[src/rtl/sync_fifo_flags.sv]
// Single-clock FIFO over a register array with occupancy count, threshold flags
// and registered overflow/underflow pulses; FWFT selects registered or fall-through reads.
module sync_fifo_flags #(
  parameter int WIDTH     = 8,
  parameter int DEPTH     = 16,
  parameter int ADDR_SIZE = 4,
  parameter int AF_LEVEL  = 14,
  parameter int AE_LEVEL  = 2,
  parameter int FWFT      = 0
) (
  input  logic                 clk,
  input  logic                 rst,
  input  logic                 wr_en,
  input  logic [WIDTH-1:0]     data_in,
  input  logic                 rd_en,
  output logic [WIDTH-1:0]     data_out,
  output logic                 fifo_full,
  output logic                 fifo_empty,
  output logic                 almost_full,
  output logic                 almost_empty,
  output logic [ADDR_SIZE:0]   count,
  output logic                 overflow,
  output logic                 underflow
);

  localparam logic [ADDR_SIZE:0]   FULL_CNT = (ADDR_SIZE+1)'(DEPTH);
  localparam logic [ADDR_SIZE:0]   AF_CNT   = (ADDR_SIZE+1)'(AF_LEVEL);
  localparam logic [ADDR_SIZE:0]   AE_CNT   = (ADDR_SIZE+1)'(AE_LEVEL);
  localparam logic [ADDR_SIZE:0]   CNT_ONE  = (ADDR_SIZE+1)'(1);
  localparam logic [ADDR_SIZE-1:0] PTR_ONE  = ADDR_SIZE'(1);

  logic [WIDTH-1:0]     mem_r [DEPTH];
  logic [ADDR_SIZE-1:0] wr_ptr_r;
  logic [ADDR_SIZE-1:0] rd_ptr_r;
  logic [ADDR_SIZE:0]   count_r;
  logic [ADDR_SIZE:0]   count_nxt_s;
  logic                 full_r;
  logic                 empty_r;
  logic                 afull_r;
  logic                 aempty_r;
  logic                 ovf_r;
  logic                 udf_r;
  logic                 rd_acc_s;
  logic                 wr_acc_s;

  // Accept decisions and next occupancy; a read at full frees the slot for a same-cycle write.
  always_comb begin
    rd_acc_s    = rd_en & ~empty_r;
    wr_acc_s    = wr_en & (~full_r | rd_acc_s);
    count_nxt_s = count_r;
    if (wr_acc_s && !rd_acc_s) begin
      count_nxt_s = count_r + CNT_ONE;
    end else if (rd_acc_s && !wr_acc_s) begin
      count_nxt_s = count_r - CNT_ONE;
    end else begin
      count_nxt_s = count_r;
    end
  end

  // Pointers, occupancy, flags decoded from the next count, and error pulses.
  always_ff @(posedge clk or negedge rst) begin
    if (!rst) begin
      wr_ptr_r <= {ADDR_SIZE{1'b0}};
      rd_ptr_r <= {ADDR_SIZE{1'b0}};
      count_r  <= {(ADDR_SIZE+1){1'b0}};
      full_r   <= 1'b0;
      empty_r  <= 1'b1;
      afull_r  <= 1'b0;
      aempty_r <= 1'b1;
      ovf_r    <= 1'b0;
      udf_r    <= 1'b0;
    end else begin
      if (wr_acc_s) wr_ptr_r <= wr_ptr_r + PTR_ONE;
      if (rd_acc_s) rd_ptr_r <= rd_ptr_r + PTR_ONE;
      count_r  <= count_nxt_s;
      full_r   <= (count_nxt_s == FULL_CNT);
      empty_r  <= (count_nxt_s == {(ADDR_SIZE+1){1'b0}});
      afull_r  <= (count_nxt_s >= AF_CNT);
      aempty_r <= (count_nxt_s <= AE_CNT);
      ovf_r    <= wr_en & ~wr_acc_s;
      udf_r    <= rd_en & ~rd_acc_s;
    end
  end

  // Storage array write port; contents are deliberately left unreset.
  always_ff @(posedge clk) begin
    if (wr_acc_s) mem_r[wr_ptr_r] <= data_in;
  end

  generate
    if (FWFT == 0) begin : g_std
      logic [WIDTH-1:0] dout_r;
      // Registered read: word captured on the accepting edge, held otherwise.
      always_ff @(posedge clk or negedge rst) begin
        if (!rst) begin
          dout_r <= {WIDTH{1'b0}};
        end else if (rd_acc_s) begin
          dout_r <= mem_r[rd_ptr_r];
        end else begin
          dout_r <= dout_r;
        end
      end
      assign data_out = dout_r;
    end else begin : g_fwft
      assign data_out = empty_r ? {WIDTH{1'b0}} : mem_r[rd_ptr_r];
    end
  endgenerate

  assign count        = count_r;
  assign fifo_full    = full_r;
  assign fifo_empty   = empty_r;
  assign almost_full  = afull_r;
  assign almost_empty = aempty_r;
  assign overflow     = ovf_r;
  assign underflow    = udf_r;

endmodule

[config.mk]
export PLATFORM = sky130hd
export DESIGN_NAME = sync_fifo_flags
export DESIGN_NICKNAME = d
export VERILOG_FILES = /design/src/rtl/sync_fifo_flags.sv
export SDC_FILE = /design/constraint.sdc
export NUM_CORES = 1
export LEC_CHECK = 0
export ABC_AREA = 1
export ABC_CLOCK_PERIOD_IN_PS = 1790
export BUFFER_PORTS_ARGS = -buffer_cell sky130_fd_sc_hd__buf_2
export CORE_UTILIZATION = 55
export CTS_CLUSTER_SIZE = 25
export DETAILED_ROUTE_END_ITERATION = 8
export PLACE_DENSITY = 0.72
export SLEW_MARGIN = 0
export SYNTH_ARGS = -nofsm -noshare
export SYNTH_HDL_FRONTEND = slang
export SYNTH_SLANG_ARGS = --single-unit
[constraint.sdc]
create_clock -name clk -period 1.79 [get_ports clk]
set_input_delay 0.179 -clock clk [delete_from_list [all_inputs] [get_ports clk]]
set_output_delay 0.179 -clock clk [all_outputs]
set_load 0.05 [all_outputs]
Yosys cells after proc, flatten, opt, wreduce, memory -nomap -nowiden
Memory sizes are Yosys's and may differ from the RTL's. A register that Yosys moved wholly into a read port is not among the register bits.
Cells that the tools add are included.
{"block": "classes", "n_addsub": 4, "n_mul": 0, "div_mod_pow": 0, "magnitude_cmp": 2, "eq_ne": 1, "shift": 0, "mux": 4, "n_bitwise": 9, "reduce_logical": 6}
{"operator": "$mux 5", "count": 2}
{"operator": "$add 4x1->4 const B", "count": 2}
{"operator": "$add 5x1->5 const B", "count": 1}
{"operator": "$eq 5x5->1 const B", "count": 1}
{"operator": "$ge 5x4->1 const B", "count": 1}
{"operator": "$le 5x2->1 const B", "count": 1}
{"operator": "$logic_not 5->1", "count": 1}
{"operator": "$sub 5x1->5 const B", "count": 1}
{"operator": "$and 1x1->1", "count": 4}
{"operator": "$not 1->1", "count": 4}
{"operator": "$logic_not 1->1", "count": 3}
{"operator": "$logic_and 1x1->1", "count": 2}
{"operator": "$mux 1", "count": 2}
{"operator": "$or 1x1->1", "count": 1}
{"block": "word_totals", "reg_bits": 19, "latch_bits": 0, "mem_bits_rw": 128, "romBits": 0, "output_inout_bits": 19, "n_memories": 1}
{"memory": "mem_r", "depth": 16, "word_bits": 8, "rd": 1, "rd_clocked_by_memory_dff": 1, "wr": 1, "line": "32", "text": "logic [WIDTH-1:0] mem_r [DEPTH];"}

Depth between registers and ports, before layout
Gate-level depths: netlist of run 1.
{"block": "logic_depth", "depth_word": 9, "ltp_mapped": 11, "depth_no_buf": 10}

Worst setup path before layout of run 1
No wires, ideal clock.
{"block": "synth_path", "path_type": "reg-to-reg", "startpoint": "reg full_r (netlist: fifo_full)", "endpoint": "mem mem_r[11][0] (enable)", "arrival_time_ps": 1421, "required_ps": 1420, "setup_slack_ps": -1, "path_stages_with_launch": 4, "n_path_buf": 0, "period_less_slack_ps": 1791, "cell_sequence": "dfrtp_1 -> a21oi_4 -> nand2_1 -> nor2_1"}
{"block": "synth_between", "elab_chain_len": 5}
{"item": "start, declared", "line": "37", "text": "logic full_r;"}
{"item": "start signal, assigned", "line": "76", "text": "full_r <= (count_nxt_s == FULL_CNT);"}
{"item": "$not 1->1", "line": "49", "text": "wr_acc_s = wr_en & (~full_r | rd_acc_s);"}
{"item": "$or 1x1->1", "line": "49"}
{"item": "$and 1x1->1", "line": "49"}
{"item": "$mux 1", "line": "87", "text": "if (wr_acc_s) mem_r[wr_ptr_r] <= data_in;"}
{"item": "$mux 1 (not written as such)", "line": "87"}
{"item": "end, declared", "line": "32"}
No other way between the ends.

Worst setup path after layout of run 1
{"block": "layout_path", "startpoint": "reg empty_r (netlist: fifo_empty)", "endpoint": "mem mem_r[7][3] (enable)"}
{"block": "layout_between", "elab_chain_len": 6}
{"item": "start, declared", "line": "38", "text": "logic empty_r;"}
{"item": "start signal, assigned", "line": "77", "text": "empty_r <= (count_nxt_s == {(ADDR_SIZE+1){1'b0}});"}
{"item": "$not 1->1", "line": "48", "text": "rd_acc_s = rd_en & ~empty_r;"}
{"item": "$and 1x1->1", "line": "48"}
{"item": "$or 1x1->1", "line": "49"}
{"item": "$and 1x1->1", "line": "49"}
{"item": "$mux 1", "line": "87"}
{"item": "$mux 1 (not written as such)", "line": "87"}
No other way between the ends.

==> results of run 1 <==
[worst paths after layout]
path,endpoint,depth (start not counted)
max,mem_r[7][3],6
min,underflow,3
max reg2reg,mem_r[7][3],6
min reg2reg,data_out[2],2
max in group asynchronous,rd_ptr_r[0],2
min in group asynchronous,count[2],2
[power groups by stage]
stage	clock network [mW]	logic [mW]	registers, mW
floorplan	0	3.06	5.34
global placement	0	4.59	4.86
detailed placement	0	4.70	4.88
CTS	3.50	4.73	4.82
global route	3.63	5.27	4.88
finish	3.45	4.75	4.82
[worst max-delay path: cells and delay by family (launching register included)]
kind | cells | cell delay [ns]
AND/OR/NAND/NOR | 3 | 0.46
flip-flops | 1 | 0.39
buffers and inverters | 2 | 0.26
AO/OA/AOI/OAI | 1 | 0.26
[kinds of logic (layout without fill, tap and decap cells)]
| group | count (synthesis) | count (layout) |
|---|---|---|
| buffers and inverters | 99 | 157 |
| adders and majority gates | 7 | 7 |
| DFF | 155 | 155 |
| AOI/OAI and AO/OA | 35 | 35 |
| and+or+nand+nor | 331 | 331 |
| xor gates and xnor gates | 9 | 9 |
[metrics by stage]
step                setup TNS [ns]  instance area (um2)  hold slack, ns
finish                           0                 7830          0.0267
global route              -0.00612                 7830          0.0433
CTS                              0                 7820          0.0111
detailed placement               0                 7240           0.233
global placement                 0                 7240           0.218
floorplan                  -0.0237                 6850          -0.117
[what timing repair did]
| item | CTS | global route |
|---|---|---|
| setup buffers | 0 | 1 |
| gates resized for setup | 0 | 1 |
| endpoints found under the setup margin | 0 | 35 |
| endpoints found under the hold margin | 25 | 0 |
| hold buffers | 1 | 0 |
[layout make-up]
cell class	count	share of cell area (%)
repair buffers	55	4.83
well taps	168	2.69
inverters	72	3.52
clock inverters	10	1.61
flip-flops and latches	155	57.8
multi-input cells	382	24.0
clock buffers	20	5.58
[cells in the final DEF, fill, tap and decap left out, drive strengths merged, types with 9 or more instances in the layout]
cell      n
o21ai    10
buf      54
o211ai   16
nor2     33
clkbuf   20
nor3     18
edfxtp  128
nand3    54
a21oi     9
dfrtp    25
nand2   216
inv      71
[registers in the layout, indices dropped and copies added (netlist names)]
name          flops
mem_r           128
data_out          8
count             5
rd_ptr_r          4
wr_ptr_r          4
almost_empty      1
almost_full       1
fifo_empty        1
fifo_full         1
overflow          1
underflow         1
[metal layers]
metal / wire (um) / vias up / GRT usage (%)
met5: 0 / - / 0
met4: 276 / 0 / 9.65
met3: 1140 / 25 / 6.54
met2: 7060 / 162 / 39.9
met1: 5840 / 2125 / 31.3
li1: - / 2182 / -
==> results.md, run 1 <==
### STA
* **share of the clock period used by the worst path after layout** 93.2%
* **final setup margin** 0.123 ns
* **transition time of the tightest slew-check pin** 0.621 ns
* **remaining max-slew budget at the tightest pin** 58.6%
* **final setup vio count** 0
* **Final Hold Violating Endpoints** 0
* **Final Max Slew Viols** 0
* **unrepaired setup endpoints after global routing** yes
* **Clock Skews** 0.00921 ns
* **minimum clock period after layout** 1.67 ns
* **maximum clock frequency** 0.600 GHz

### Power
* **Peak supply drop** 0.000832 V
* **static power due to leakage** 3.33 nW
* **combinational fraction of design power** 36.5%
* **total power density per cell area** 1660 mW/mm2
* **share of power burned in the clock network** 26.5%
* **Net Switching** 4.97 mW
* **sequential share of power** 37.0%
* **total power draw** 13.0 mW
* **net switching share of the total power** 38.1%
* **internal power of the cells** 8.06 mW

### Cells and area
* **Nets** 702
* **share of cells above drive strength 1** 16.3%
* **register area** 0.00452 mm2
* **final cell count without fillers** 862
* **number of antenna repair diodes** 0
* **multi-input combinational cell area** 0.00188 mm2
* **Finished Core Util** 64.9%
* **number of filler instances in the final layout** 920
* **area grow syn2layout** 14.2%

### GRT
* **number of global-route vias before repair** 4429
* **global-route wire length before repair** 22800 um
* **global-route total usage across every layer** 24.4%
* **initial antenna violation count** 0
* **maximum number of pins on one net before global-route repair** 63
* **total congestion overflow** 0

### Worst setup path
* **stage delay of the slowest cell on the critical path** 0.39 ns
* **register-to-register setup slack** 0.12 ns
* **startpoint class of the critical path** register
* **crit end category** register
* **Reg2Reg Launch Point** fifo_empty
* **Critical Path AT** 1.79 ns
* **Crit-path slowest cell** sky130_fd_sc_hd__dfstp_2
* **category of the most critical setup path** register to register
* **Critical Path, Cell by Cell** inv_2 -> nand2_4 -> a21oi_4 -> nand2_1 -> nor2_1 -> buf_4
* **CP Launch Point** fifo_empty
* **required time of the worst setup path** 1.91 ns
* **maximum fanout along the worst path** 8

### Yosys
* **area fraction in compound gates after synthesis** 4.04%
* **primary flip-flop cell chosen by synthesis mapping** sky130_fd_sc_hd__edfxtp_1
* **total standard cell area after synthesis** 0.00685 mm2
* **share of the yosys chip area belonging to registers** 66.0%
* **xor/xnor share of the synthesized area** 1.15%
* **leading cell type by number of instances after synthesis** sky130_fd_sc_hd__nand2_1
* **main combinational cell family by area after synthesis** simple AND/OR/NAND/NOR gates
* **top post-synthesis cells by area** sky130_fd_sc_hd__edfxtp_1, sky130_fd_sc_hd__nand2_1, sky130_fd_sc_hd__dfrtp_1
* **mux cell area share after synthesis** 0%
* **Synth Warn #** 0
* **synth unique cells** 32
* **Simple-Gate Fraction of Synth Area** 20.9%
* **number of enable-type register cells in the synthesized netlist** 128
* **area share of the leading cell type in the synthesized netlist** 56.1%
* **Post-Syn Nets** 655
* **fraction of registers with async set or reset after synthesis** 17.4%
* **Gate Count Post-Synth** 636
* **commonest cells in the synthesized netlist** sky130_fd_sc_hd__nand2_1, sky130_fd_sc_hd__edfxtp_1, sky130_fd_sc_hd__inv_1
* **Yosys reg bits** 155
* **synthesized area per cell** 10.8 um2
* **synthesized-area fraction occupied by adder cells** 1.28%
* **library cell occupying the most area in the post-synthesis netlist** sky130_fd_sc_hd__edfxtp_1

### Die
* **ports placed on the boundary** 31
* **site row count** 40
* **x dimension of the die** 114 um
* **Die Ht** 114 um
* **die footprint** 0.0129 mm2
* **initial core utilization** 56.8%
* **CORE AREA** 0.0121 mm2

### Clock tree
* **clock tree from TritonCTS** done
* **CTS buffer count** 17
* **number of buffers between clock root and the deepest sink** 2
* **Clock transition at path regs** 0.06 ns
* **clock root buffer** sky130_fd_sc_hd__clkbuf_16
* **Worst-Skew Late Latency** 0.42 ns
* **CTS HTree Levels** 4
* **clock sink count** 155

### Status
* **status** completed

### Place
* **Cell Count Post-Placement** 830
* **final RePlAce weighted congestion** 0.915
* **post-placement setup slack** 0.0733 ns
* **total half-perimeter wirelength after legalization and detailed placement** 9330 um
* **port buffer count** 30

### Route
* **antenna viol nets, final** 0
* **TritonRoute pass-1 iters** 5
* **routed wirelength normalized by instance count** 16.6 um
* **number of vias after detailed routing** 4494
* **total wire length after detailed routing** 14300 um
* **via/cell ratio** 5.21
* **1st-iter DRT viols** 485
* **total DRC errors in the routed layout** 0

### Job
* **max-cap violation count** 0

### Worst hold path
* **path type of the worst min-delay path** input pin to register
* **Hold Path Origin** rd_en

Power figures use the tool's default switching activity.
==> run 2: changes to the inputs <==
ABC_CLOCK_PERIOD_IN_PS = 1700   (was 1790)
clock period = 1.7 ns   (was 1.79 ns; I/O delays follow)
==> run 2 against run 1 <==
- sequential power grew 6.0%
- clock power up 10%
- critical path depth unchanged
- wire length up 4.1%
- setup slack got worse by 0.11 ns
- combinational power rose by 9.1%
- non-clock buffer count up 3
- core utilization rose by 0.96 points
- hold slack got worse by 0.0072 ns
- via count up 1.1%
- largest power group is now combinational cells
==> results.md, run 2 (synthesis results as in run 1) <==
### Status
* **status** completed

### Worst setup path
* **crit end category** register
* **Crit-path slowest cell** sky130_fd_sc_hd__dfstp_2
* **Buf+Inv Stages, Crit Path** 2, unchanged
* **maximum fanout along the worst path** 8, unchanged
* **Critical Path AT** 1.83 ns, +0.04 ns
* **Reg2Reg Capture Point** mem_r[12][1]
* **category of the most critical setup path** register to register
* **Reg2Reg Launch Point** fifo_empty
* **gate family responsible for the most delay along the worst path** simple AND/OR/NAND/NOR gates
* **startpoint class of the critical path** register
* **worst-case reg-to-reg path depth** 6, unchanged
* **register-to-register setup slack** 0.009 ns, -0.11 ns
* **required time of the worst setup path** 1.84 ns, -0.07 ns
* **Critical Path, Cell by Cell** inv_2 -> nand2_4 -> a21oi_4 -> nand2_1 -> nor2_1 -> buf_4
* **stage delay of the slowest cell on the critical path** 0.40 ns, about the same

### Place
* **final RePlAce weighted congestion** 0.869, -5.0%
* **total half-perimeter wirelength after legalization and detailed placement** 9530 um, +2.1%
* **post-placement setup slack** 0.0165 ns, -0.0568 ns
* **Cell Count Post-Placement** 833, +0.36%
* **port buffer count** 30, unchanged

### Power
* **total power draw** 14.1 mW, +8.2%
* **total power density per cell area** 1770 mW/mm2, +6.6%
* **Peak supply drop** 0.000898 V, +7.9%
* **static power due to leakage** 3.36 nW, +0.98%

### Worst hold path
* **Hold Path Origin** rd_en
* **count of cells along the worst hold path** 3, unchanged
* **path type of the worst min-delay path** input pin to register
* **endpoint of the worst hold path** underflow

### Die
* **site row count** 40, unchanged
* **CORE AREA** 0.0121 mm2, unchanged
* **x dimension of the die** 114 um, unchanged
* **initial core utilization** 56.8%, unchanged
* **Die Ht** 114 um, unchanged
* **ports placed on the boundary** 31, unchanged
* **die footprint** 0.0129 mm2, unchanged

### STA
* **Clock Skews** 0.00634 ns, -0.00288 ns
* **Final Hold Violating Endpoints** 0, unchanged
* **final total negative setup slack** 0 ns, unchanged
* **final setup margin** 0.00921 ns, -0.113 ns
* **Final Max Slew Viols** 0, unchanged
* **remaining max-slew budget at the tightest pin** 57.9%, -0.71 points
* **minimum clock period after layout** 1.69 ns, +0.0233 ns
* **share of the clock period used by the worst path after layout** 99.5%, +6.3 points
* **transition time of the tightest slew-check pin** 0.632 ns, +0.0106 ns
* **final setup vio count** 0, unchanged
* **maximum clock frequency** 0.591 GHz, -1.4%
* **unrepaired setup endpoints after global routing** yes

### Cells and area
* **most frequent cells in the layout** sky130_fd_sc_hd__nand2_1, sky130_fd_sc_hd__edfxtp_1, sky130_fd_sc_hd__inv_1
* **Nets** 705, +0.43%
* **flip-flop count of the largest register after layout** 128, unchanged
* **area grow syn2layout** 15.9%
* **most frequent standard cell in the layout excluding fill and tap cells** sky130_fd_sc_hd__nand2_1
* **final cell count without fillers** 867, +0.58%
* **multi-input combinational cell area** 0.00190 mm2, +1.3%
* **Most flops, register** mem_r
* **number of filler instances in the final layout** 901, -2.1%
* **register area** 0.00452 mm2, about the same
* **share of cells above drive strength 1** 19.5%, +3.2 points
* **number of antenna repair diodes** 0, unchanged
* **Finished Core Util** 65.8%, +0.96 points

### Route
* **via/cell ratio** 5.24, +0.53%
* **total DRC errors in the routed layout** 0, unchanged
* **number of vias after detailed routing** 4544, +1.1%
* **TritonRoute pass-1 iters** 5, unchanged
* **routed wirelength normalized by instance count** 17.2 um, +3.5%
* **total wire length after detailed routing** 14900 um, +4.1%
* **1st-iter DRT viols** 362, -25%
* **antenna viol nets, final** 0, unchanged

### Clock tree
* **clock root buffer** sky130_fd_sc_hd__clkbuf_16
* **CTS buffer count** 17, unchanged
* **Clock transition at path regs** 0.06 ns, about the same
* **CTS HTree Levels** 4, unchanged
* **clock sink count** 155, unchanged
* **number of buffers between clock root and the deepest sink** 2, unchanged
* **clock tree from TritonCTS** done
* **Worst-Skew Late Latency** 0.43 ns, about the same

### GRT
* **grt met2 use** 41.4%, +1.5 points
* **global-route total usage across every layer** 25.5%, +1.1 points
* **initial antenna violation count** 0, unchanged
* **number of global-route vias before repair** 4600, +3.9%
* **total congestion overflow** 0, unchanged
* **GR Layer Usage met3** 4.57%, -2.0 points
* **global route hottest layer** met2
* **maximum number of pins on one net before global-route repair** 49, -22%
* **global-route wire length before repair** 24000 um, +5.2%
* **met1 global-route usage** 34.3%, +3.0 points

### Job
* **max-cap violation count** 0, unchanged

[run 2: cell count changes in the layout (fill, tap and decap cells not counted), moves of 2 or more]
cell	change
sky130_fd_sc_hd__nor2_1	-8
sky130_fd_sc_hd__nor2_2	+8
sky130_fd_sc_hd__buf_6	+4
sky130_fd_sc_hd__clkinv_1	-3
sky130_fd_sc_hd__clkinv_4	+3
sky130_fd_sc_hd__buf_4	-2
sky130_fd_sc_hd__clkbuf_1	-2
sky130_fd_sc_hd__inv_1	-2
sky130_fd_sc_hd__inv_6	+2
sky130_fd_sc_hd__nand2_1	-2
sky130_fd_sc_hd__nand2_2	+2
[run 2: area by class of cell]
| class | instances | share of cell area [%] |
|---|---|---|
| Inverter | 72 | 3.50 |
| Clock buffer | 18 | 5.40 |
| Tap cell | 168 | 2.65 |
| Multi-Input combinational cell | 382 | 23.9 |
| Sequential cell | 155 | 57.0 |
| Timing Repair Buffer | 58 | 5.39 |
| Clock inverter | 14 | 2.16 |
[run 2: what timing repair did]
action,in CTS,in global routing
gates resized for setup,0,12
hold endpoints to repair,25,0
endpoints found under the setup margin,0,106
hold buffers,1,0
buffers inserted,0,1
[run 2: per-layer routing]
| layer | part of all wire [%] | vias up |
|---|---|---|
| met5 | 0 | - |
| met3 | 5.3 | 21 |
| met4 | 1.9 | 0 |
| li1 | - | 2195 |
| met2 | 49 | 147 |
| met1 | 44 | 2181 |
[run 2: worst register-to-register path, delay by kind of cell (launching register included)]
family | cells | cell delay (ns)
AO/OA/AOI/OAI | 1 | 0.29
buffers and inverters | 2 | 0.28
flip-flops | 1 | 0.40
AND/OR/NAND/NOR | 3 | 0.44
[run 2: power breakdown]
| group | switching [mW] | leakage [nW] | internal [mW] |
|---|---|---|---|
| sequential | 0.398 | 1.47 | 4.71 |
| clock | 1.49 | 0.283 | 2.31 |
| combinational | 3.59 | 1.61 | 1.59 |
| total | 5.47 | 3.36 | 8.62 |
[run 2: worst max-delay path by stage]
stage,from,endpoint,cells past startpoint
floorplan,fifo_full,mem_r[15][0],3
global placement,fifo_empty,mem_r[5][5],7
detailed placement,fifo_empty,mem_r[11][5],6
CTS,fifo_empty,mem_r[11][3],6
global route,fifo_empty,mem_r[8][4],6
finish,fifo_empty,mem_r[12][1],6
[run 2: through the flow]
| stage | instance area (um2) | hold slack (ns) |
|---|---|---|
| 6_report | 7940 | 0.0195 |
| 4_1_cts | 7900 | 0.00502 |
| 5_1_grt | 7940 | 0.0179 |
| 3_3_place_gp | 7290 | 0.207 |
| 2_1_floorplan | 6870 | -0.126 |
| 3_5_place_dp | 7290 | 0.220 |
==> run 3: changes to the inputs <==
RECOVER_POWER = 25   (was unset)
==> run 3 against run 2 <==
- combinational power about the same
- sequential cell count unchanged
- design area about the same
- hold slack worse by 0.0030 ns
- register-to-register slack about the same
==> results.md, run 3 (synthesis results as in run 1) <==
### Status
* **status** completed

### Worst setup path
* **Reg2Reg Capture Point** mem_r[12][0]
* **worst-case reg-to-reg path depth** 6, unchanged
* **maximum fanout along the worst path** 8, unchanged
* **Crit-path slowest cell** sky130_fd_sc_hd__dfstp_2
* **Reg2Reg Launch Point** fifo_empty
* **Critical Path, Cell by Cell** inv_2 -> nand2_4 -> a21oi_4 -> nand2_1 -> nor2_1 -> buf_4
* **category of the most critical setup path** register to register
* **required time of the worst setup path** 1.84 ns, about the same
* **stage delay of the slowest cell on the critical path** 0.40 ns, about the same
* **crit end category** register
* **gate family responsible for the most delay along the worst path** simple AND/OR/NAND/NOR gates
* **startpoint class of the critical path** register
* **Critical Path AT** 1.84 ns, about the same
* **Buf+Inv Stages, Crit Path** 2, unchanged
* **register-to-register setup slack** 0.001 ns, about the same

### Clock tree
* **clock root buffer** sky130_fd_sc_hd__clkbuf_16
* **Worst-Skew Late Latency** 0.43 ns, about the same
* **number of buffers between clock root and the deepest sink** 2, unchanged
* **CTS buffer count** 17, unchanged
* **clock tree from TritonCTS** done
* **CTS HTree Levels** 4, unchanged
* **clock sink count** 155, unchanged
* **Clock transition at path regs** 0.06 ns, about the same

### Place
* **port buffer count** 30, unchanged
* **total half-perimeter wirelength after legalization and detailed placement** 9530 um, unchanged
* **Cell Count Post-Placement** 833, unchanged
* **final RePlAce weighted congestion** 0.869, unchanged
* **post-placement setup slack** 0.0165 ns, unchanged

### Cells and area
* **Nets** 705, unchanged
* **most frequent cells in the layout** sky130_fd_sc_hd__nand2_1, sky130_fd_sc_hd__edfxtp_1, sky130_fd_sc_hd__inv_1
* **flip-flop count of the largest register after layout** 128, unchanged
* **Most flops, register** mem_r
* **area grow syn2layout** 15.9%, about the same
* **number of antenna repair diodes** 0, unchanged
* **number of filler instances in the final layout** 904, +0.33%
* **most frequent standard cell in the layout excluding fill and tap cells** sky130_fd_sc_hd__nand2_1
* **final cell count without fillers** 867, unchanged
* **share of cells above drive strength 1** 18.9%, -0.57 points

### Die
* **ports placed on the boundary** 31, unchanged
* **die footprint** 0.0129 mm2, unchanged
* **initial core utilization** 56.8%, unchanged
* **Die Ht** 114 um, unchanged
* **CORE AREA** 0.0121 mm2, unchanged
* **x dimension of the die** 114 um, unchanged
* **site row count** 40, unchanged

### GRT
* **global-route wire length before repair** 24000 um, unchanged
* **initial antenna violation count** 0, unchanged
* **maximum number of pins on one net before global-route repair** 49, unchanged
* **number of global-route vias before repair** 4600, unchanged
* **total congestion overflow** 0, unchanged
* **global-route total usage across every layer** 25.5%, unchanged

### STA
* **final setup margin** 0.00128 ns, -0.00792 ns
* **share of the clock period used by the worst path after layout** 99.9%, +0.47 points
* **Clock Skews** 0.00775 ns, +0.00141 ns
* **final setup vio count** 0, unchanged
* **unrepaired setup endpoints after global routing** yes
* **maximum clock frequency** 0.589 GHz, -0.47%
* **transition time of the tightest slew-check pin** 0.977 ns, +0.345 ns
* **remaining max-slew budget at the tightest pin** 34.9%, -23 points
* **final total negative setup slack** 0 ns, unchanged
* **Final Hold Violating Endpoints** 0, unchanged
* **minimum clock period after layout** 1.70 ns, +0.00792 ns
* **Final Max Slew Viols** 0, unchanged

### Job
* **max-cap violation count** 0, unchanged

### Route
* **1st-iter DRT viols** 406, +12%
* **routed wirelength normalized by instance count** 17.3 um, +0.50%
* **TritonRoute pass-1 iters** 4, -1
* **number of vias after detailed routing** 4536, -0.18%
* **via/cell ratio** 5.23, -0.18%
* **total wire length after detailed routing** 15000 um, +0.50%
* **total DRC errors in the routed layout** 0, unchanged
* **antenna viol nets, final** 0, unchanged

### Power
* **total power draw** 14.1 mW, about the same
* **Peak supply drop** 0.000901 V, +0.28%
* **total power density per cell area** 1780 mW/mm2, +0.11%
* **static power due to leakage** 3.35 nW, -0.33%

### Worst hold path
* **Hold Path Origin** rd_en
* **endpoint of the worst hold path** underflow
* **path type of the worst min-delay path** input pin to register
* **count of cells along the worst hold path** 3, unchanged

-- run 3: cell count changes in the layout (fill, tap and decap cells not counted), sizes merged --
cell    change
clkbuf      +4
buf         -4
-- run 3: power breakdown --
group / switching [mW] / internal [mW]
Sequential: 0.398 / 4.71
Combinational: 3.58 / 1.59
Clock: 1.50 / 2.31
-- run 3: worst max path at each step --
| stage | from | endpoint | slack [ns] | depth (start not counted) |
|---|---|---|---|---|
| after floorplan | fifo_full | mem_r[15][0] | -0.09 | 3 |
| after global routing | fifo_empty | mem_r[8][4] | -0.05 | 6 |
| after CTS | fifo_empty | mem_r[11][3] | 0.007 | 6 |
| after detailed placement | fifo_empty | mem_r[11][5] | 0.02 | 6 |
| final | fifo_empty | mem_r[12][0] | 0.001 | 6 |
| after global placement | fifo_empty | mem_r[5][5] | 0.08 | 7 |
-- run 3: metrics by stage --
step	instance area, um2	hold WS [ns]	util, %
after floorplan	6870	-0.126	-
after global placement	7290	0.207	60.5
after detailed placement	7290	0.220	60.5
after CTS	7900	0.00502	65.5
after global routing	7940	0.0179	65.8
final	7940	0.0164	65.8
-- run 3: layout make-up --
cell class / count / area [um2] / area share (%)
inverters: 72 / 278 / 3.50
clock inverters: 14 / 171 / 2.16
clock buffers: 18 / 429 / 5.41
well taps: 168 / 210 / 2.65
multi-input cells: 382 / 1900 / 23.9
flip-flops and latches: 155 / 4520 / 57.0
repair buffers: 58 / 423 / 5.33
-- run 3: tightest hold or removal path, cell delays in order --
cell and delay (ns):
sky130_fd_sc_hd__buf_2 0.14, sky130_fd_sc_hd__nand2_1 0.06, sky130_fd_sc_hd__inv_1 0.03
-- run 3: per-layer routing --
metal | GRT usage [%] | vias up | share of wire, %
li1 | - | 2195 | -
met1 | 34.3 | 2150 | 44
met2 | 41.4 | 164 | 48
met3 | 4.57 | 27 | 5.6
met4 | 10.4 | 0 | 2.1
met5 | 0 | - | 0
-- run 3: timing repair --
item,CTS,global route
resized for setup,0,12
setup endpoints to repair,0,106
hold buffers,1,0
endpoints found under the hold margin,25,0
setup buffers,0,1
